$ cat src/rtl/fb_arbiter.sv
// -----------------------------------------------------------------------------
// fb_arbiter
//
// Shares one synchronous single-port pixel RAM between the VGA display
// prefetch path and the mask engine.
//
// Arbitration
//   Display has fixed priority over the mask engine. A starvation counter forces
//   a mask grant after STARVE_MAX consecutive denied mask cycles. An urgent
//   display request (line buffer below its low watermark) beats everything,
//   including a starved mask and a held mask lock. The mask engine can hold its
//   grant for the following cycle with msk_lock, which makes a read-modify-write
//   pair atomic.
//
// Parameters
//   ADDR_W      pixel address width
//   DATA_W      pixel width (4/4/4 RGB)
//   STARVE_MAX  denied mask cycles before a forced mask grant (1..255)
//
// Ports
//   clk, rst_n                      clock, asynchronous active-low reset
//   disp_req/urgent/addr            display read request
//   disp_gnt                        display handshake accepted this cycle
//   disp_rvalid/rdata               display read return
//   msk_req/we/lock/addr/wdata      mask access request
//   msk_gnt                         mask handshake accepted this cycle
//   msk_rvalid/rdata                mask read return
//   mem_en/we/addr/wdata            registered RAM command
//   mem_rdata                       RAM read data, one cycle after a read
//
// Latency: handshake in cycle N drives the RAM in N+1, read data and rvalid
// appear in N+2. One access per cycle.
// -----------------------------------------------------------------------------
module fb_arbiter #(
  parameter int ADDR_W     = 17,
  parameter int DATA_W     = 12,
  parameter int STARVE_MAX = 15
) (
  input  logic              clk,
  input  logic              rst_n,

  input  logic              disp_req,
  input  logic              disp_urgent,
  input  logic [ADDR_W-1:0] disp_addr,
  output logic              disp_gnt,
  output logic              disp_rvalid,
  output logic [DATA_W-1:0] disp_rdata,

  input  logic              msk_req,
  input  logic              msk_we,
  input  logic              msk_lock,
  input  logic [ADDR_W-1:0] msk_addr,
  input  logic [DATA_W-1:0] msk_wdata,
  output logic              msk_gnt,
  output logic              msk_rvalid,
  output logic [DATA_W-1:0] msk_rdata,

  output logic              mem_en,
  output logic              mem_we,
  output logic [ADDR_W-1:0] mem_addr,
  output logic [DATA_W-1:0] mem_wdata,
  input  logic [DATA_W-1:0] mem_rdata
);

  typedef enum logic {
    ST_NORMAL = 1'b0,
    ST_LOCKED = 1'b1
  } state_t;

  localparam logic [7:0] STARVE_LIM = 8'(STARVE_MAX);

  state_t     state;
  logic [7:0] starve_cnt;

  logic disp_gnt_c;
  logic msk_gnt_c;
  logic disp_urgent_req;
  logic msk_starved;
  logic any_gnt;

  // Read-return tags: valid plus owner (1 = mask, 0 = display).
  logic tag1_valid;
  logic tag1_owner;
  logic tag2_valid;
  logic tag2_owner;

  assign disp_urgent_req = disp_req & disp_urgent;
  assign msk_starved     = msk_req & (starve_cnt == STARVE_LIM);

  // Grant decision, combinational from the requests and registered state.
  // A held lock keeps the mask granted unless the display is urgent; in every
  // other case the normal priority order applies. Grants are suppressed while
  // reset is asserted so that all outputs read 0 during reset.
  always_comb begin
    disp_gnt_c = 1'b0;
    msk_gnt_c  = 1'b0;
    if (rst_n) begin
      if ((state == ST_LOCKED) && msk_req && !disp_urgent_req) begin
        msk_gnt_c = 1'b1;
      end else if (disp_urgent_req) begin
        disp_gnt_c = 1'b1;
      end else if (msk_starved) begin
        msk_gnt_c = 1'b1;
      end else if (disp_req) begin
        disp_gnt_c = 1'b1;
      end else if (msk_req) begin
        msk_gnt_c = 1'b1;
      end
    end
  end

  assign disp_gnt = disp_gnt_c;
  assign msk_gnt  = msk_gnt_c;
  assign any_gnt  = disp_gnt_c | msk_gnt_c;

  // Lock FSM and starvation counter. The lock is (re)entered only by a mask
  // transfer that asks for it, so any other cycle, including an urgent display
  // preemption, drops back to NORMAL. The counter saturates so that an urgent
  // display can hold a starved mask off indefinitely without wrapping.
  always_ff @(posedge clk or negedge rst_n) begin
    if (!rst_n) begin
      state      <= ST_NORMAL;
      starve_cnt <= 8'd0;
    end else begin
      if (msk_gnt_c && msk_lock) begin
        state <= ST_LOCKED;
      end else begin
        state <= ST_NORMAL;
      end

      if (msk_req && !msk_gnt_c) begin
        if (starve_cnt != STARVE_LIM) begin
          starve_cnt <= starve_cnt + 8'd1;
        end
      end else begin
        starve_cnt <= 8'd0;
      end
    end
  end

  // Registered RAM command. Address, write enable and write data hold their
  // last values in idle cycles; a display read leaves the write data untouched
  // because it is never written.
  always_ff @(posedge clk or negedge rst_n) begin
    if (!rst_n) begin
      mem_en    <= 1'b0;
      mem_we    <= 1'b0;
      mem_addr  <= '0;
      mem_wdata <= '0;
    end else begin
      mem_en <= any_gnt;
      if (msk_gnt_c) begin
        mem_we    <= msk_we;
        mem_addr  <= msk_addr;
        mem_wdata <= msk_wdata;
      end else if (disp_gnt_c) begin
        mem_we   <= 1'b0;
        mem_addr <= disp_addr;
      end
    end
  end

  // Two-stage read-return tag pipeline. Stage 1 travels with the RAM command,
  // stage 2 lines up with mem_rdata. Reset clears both, so reads in flight at
  // reset never return.
  always_ff @(posedge clk or negedge rst_n) begin
    if (!rst_n) begin
      tag1_valid <= 1'b0;
      tag1_owner <= 1'b0;
      tag2_valid <= 1'b0;
      tag2_owner <= 1'b0;
    end else begin
      tag1_valid <= disp_gnt_c | (msk_gnt_c & ~msk_we);
      tag1_owner <= msk_gnt_c;
      tag2_valid <= tag1_valid;
      tag2_owner <= tag1_owner;
    end
  end

  assign disp_rvalid = tag2_valid & ~tag2_owner;
  assign msk_rvalid  = tag2_valid &  tag2_owner;
  assign disp_rdata  = {DATA_W{disp_rvalid}} & mem_rdata;
  assign msk_rdata   = {DATA_W{msk_rvalid}}  & mem_rdata;

endmodule

$ cat config.mk
export PLATFORM = sky130hd
export DESIGN_NAME = fb_arbiter
export DESIGN_NICKNAME = d
export VERILOG_FILES = /design/src/rtl/fb_arbiter.sv
export SDC_FILE = /design/constraint.sdc
export NUM_CORES = 1
export LEC_CHECK = 0
export ABC_AREA = 1
export BUFFER_PORTS_ARGS = -buffer_cell sky130_fd_sc_hd__buf_2
export CORE_MARGIN = 1.5
export CORE_UTILIZATION = 35
export DETAILED_ROUTE_END_ITERATION = 8
export GPL_TIMING_DRIVEN = 0
export HOLD_SLACK_MARGIN = 0.12
export PLACE_DENSITY = 0.67
export SLEW_MARGIN = 20
export SYNTH_ARGS = -nofsm -noshare
export SYNTH_HDL_FRONTEND = slang
export SYNTH_SLANG_ARGS = --single-unit
export TNS_END_PERCENT = 10
$ cat constraint.sdc
create_clock -name clk -period 3.4 [get_ports clk]
set_input_delay 0.68 -clock clk [delete_from_list [all_inputs] [get_ports clk]]
set_output_delay 0.68 -clock clk [all_outputs]
set_load 0.05 [all_outputs]
==> impl_metrics.toml <==
[layout]
fill_cells = 651
design_area_um2 = 3062
utilization_pct = 48.49
syn_to_final_growth_pct = 35.34
drive_gt1_share_pct = 32.43
nets = 506
antenna_cells = 0

[timing]
period_minus_slack_ns = 3.132
slew_violations = 0
slew_headroom_pct = 62.09
setup_viol = 0
fmax_ghz = 0.3193
period_share_pct = 92.11
clock-skew-final_ns = 0.01373
rsz0062_at_grt = "false"
worst_pin_slew_ns = 0.5686
hold_viol = 0

[cts]
cts_max_level = 2
cts_buffer_depth = 2
clkTransAtPathRegs_ns = 0.08
clk_latency_ns = 0.30
numCtsBuffers = 5
cts.hold.buffers_added = 0
clkSinkCount = 44
cts_tree = "done"
cts_root_buf = "clkbuf_8"

[run]
cap_violations = 0

[critical_path]
criticalPathCategory = "primary input to output pin"
critPathMaxFanout = 46
path_cells = "buf_4 -> inv_1 -> nor2_2 -> nand2_4 -> inv_2 -> buf_2 -> buf_2"
cp-end-kind = "output pin"
start_kind = "primary input"
cpPeakStageDelay_ns = 0.45
critical-path-slowest-cell = "buf_4"
path_common_cell = "buf_2"
crit_arrival_ns = 2.45
crit_required_ns = 2.72

[global_route]
antenna_found_initial = 0
grt_max_degree = 47
grt_pass1_vias = 2104
grt_overflow = 0
grt_pass1_wl_um = 9328
grt_usage_pct = 16.50

[power_and_ir_drop]
peakVddDrop_mv = 0.2665
p_per_area_nw_per_um2 = 483.6
leakagePower_nw = 1.955

[route]
wire_per_inst_um = 10.55
wl_um = 5464
drc = 0
ant_nets = 0
drt-vias-per-instance = 4.473
initialDrtViolationCount = 86
num_vias = 2317
first_pass_iters = 4

[synth]
synthDistinctLibCells = 24
synth-seq-cells = 44
syn_avg_cell_area_um2 = 7.297
synth_edf_count = 0
synth_flop_cell = "dfrtp_1"
yosys_warnings = 0
synth.cell_area_um2 = 2262
syn_nets = 376
netlist_instances = 310
ys_seq_area_share_pct = 48.67
async_reset_ff_share_pct = 100.0

[die]
coreArea_um2 = 6314
die_w_um = 83.40
rows = 29
die_h_um = 83.40
boundaryPins = 124
initial_core_util_pct = 35.83
dieArea_um2 = 6955

[placed_design]
portBuffers = 123
dpl_cell_area_um2 = 2974
globalplace.congestion = 0.7470
hpwl_um = 4094

[min_path]
hp-class = "primary input to asynchronous set/reset pin"

[status]
status = "finished, final reports clean"
layer usage:
layer | part of all wire, % | vias to the layer above | wire length [um] | global-route usage [%]
li1 | - | 1180 | - | -
met1 | 42 | 1034 | 2316 | 19.82
met2 | 48 | 96 | 2650 | 28.75
met3 | 7.9 | 7 | 430 | 4.274
met4 | 1.2 | 0 | 68 | 5.455
met5 | 0 | - | 0 | 0
where the power goes:
part	total, mW	switching [mW]	internal [mW]
Clock	0.327	0.180	0.147
Combinational	0.527	0.398	0.128
Sequential	0.627	0.0364	0.591
state kept, by name, indices dropped and copies added (netlist names):
register / cells
mem_addr: 17
mem_wdata: 12
starve_cnt: 8
mem_en: 1
mem_we: 1
state: 1
tag1_owner: 1
tag1_valid: 1
tag2_owner: 1
tag2_valid: 1
cells in the mapped netlist (all sizes together) (2+ instances only):
cell      n  share of area (%)
clkbuf    4               0.66
buf       6                1.7
xor2      2               0.77
nand2   105                 18
inv      61                 10
o21ai     2               0.44
nor2     34                6.1
nand3    36                8.5
dfrtp    44                 49
a21oi     7                1.5
nor3      4               0.88
path summary, 6_finish.rpt:
kind | from | end | slack [ns] | depth (start not counted)
min reg2reg | tag1_valid$_DFF_PN0_ | tag2_valid$_DFF_PN0_ | 0.38 | 0
max in group asynchronous | rst_n | starve_cnt[1]$_DFFE_PN0P_ | 2.63 | 1
min in group clk | tag1_valid$_DFF_PN0_ | tag2_valid$_DFF_PN0_ | 0.38 | 0
min | rst_n | mem_addr[5]$_DFFE_PN0P_ | 0.37 | 1
max reg2reg | starve_cnt[0]$_DFFE_PN0P_ | mem_addr[12]$_DFFE_PN0P_ | 1.59 | 9
max | rst_n | msk_gnt | 0.27 | 7
layout make-up:
class | instances | area, um^2 | area share (%)
Multi-Input combinational cell | 195 | 875.8 | 28.61
Buffer | 10 | 53.80 | 1.757
Tap cell | 77 | 96.34 | 3.147
Sequential cell | 44 | 1101 | 35.96
Inverter | 61 | 231.5 | 7.560
Clock buffer | 7 | 76.32 | 2.493
Clock inverter | 1 | 8.758 | 0.2861
Timing Repair Buffer | 123 | 618.1 | 20.19
metrics by stage:
stage	power, mW	setup TNS, ns	hold slack (ns)	instances	setup WS, ns
4_1_cts	1.496	0	0.3782	518	0.1891
3_5_place_dp	1.167	-0.1603	0.3617	510	-0.1603
5_1_grt	1.557	0	0.3936	518	0.002015
2_1_floorplan	1.015	0	0.3312	310	0.6151
3_3_place_gp	1.164	-0.1548	0.3661	510	-0.1548
6_report	1.481	0	0.3676	518	0.2682
logic make-up (layout without fill, tap and decap cells):
logic type	count (synthesis)	count (layout)	share of synthesized area (%)
and+or+nand+nor	180	180	33.91
buffers and inverters	71	202	12.61
DFF	44	44	48.67
AOI/OAI and AO/OA	11	11	3.097
xor gates and xnor gates	3	3	1.162
adders and majority gates	1	1	0.5530
worst max-delay path, delay by kind of cell:
family / cells / cell delay [ns]
buf+inv: 5 / 1.21
simple gates: 2 / 0.54
placed cells by master, fill, tap and decap left out:
master	count
buf_4	2
clkinv_4	1
inv_1	59
buf_6	1
xnor2_1	1
a21oi_1	7
xor2_1	2
dfrtp_1	44
o21bai_4	1
nor3_1	4
ha_1	1
a31oi_1	1
buf_2	126
o21ai_0	2
nand2_1	103
inv_4	1
clkbuf_8	5
nor2_2	1
nand2_4	2
nand3_1	35
nor2_4	1
inv_2	1
clkbuf_1	6
nor2_1	32
nand3b_1	1
nand3_4	1
repair_timing:
item	CTS	global route
endpoints found under the setup margin	1	0
resized for setup	1	0
buffers inserted	0	0
Power figures use the tool's default switching activity.
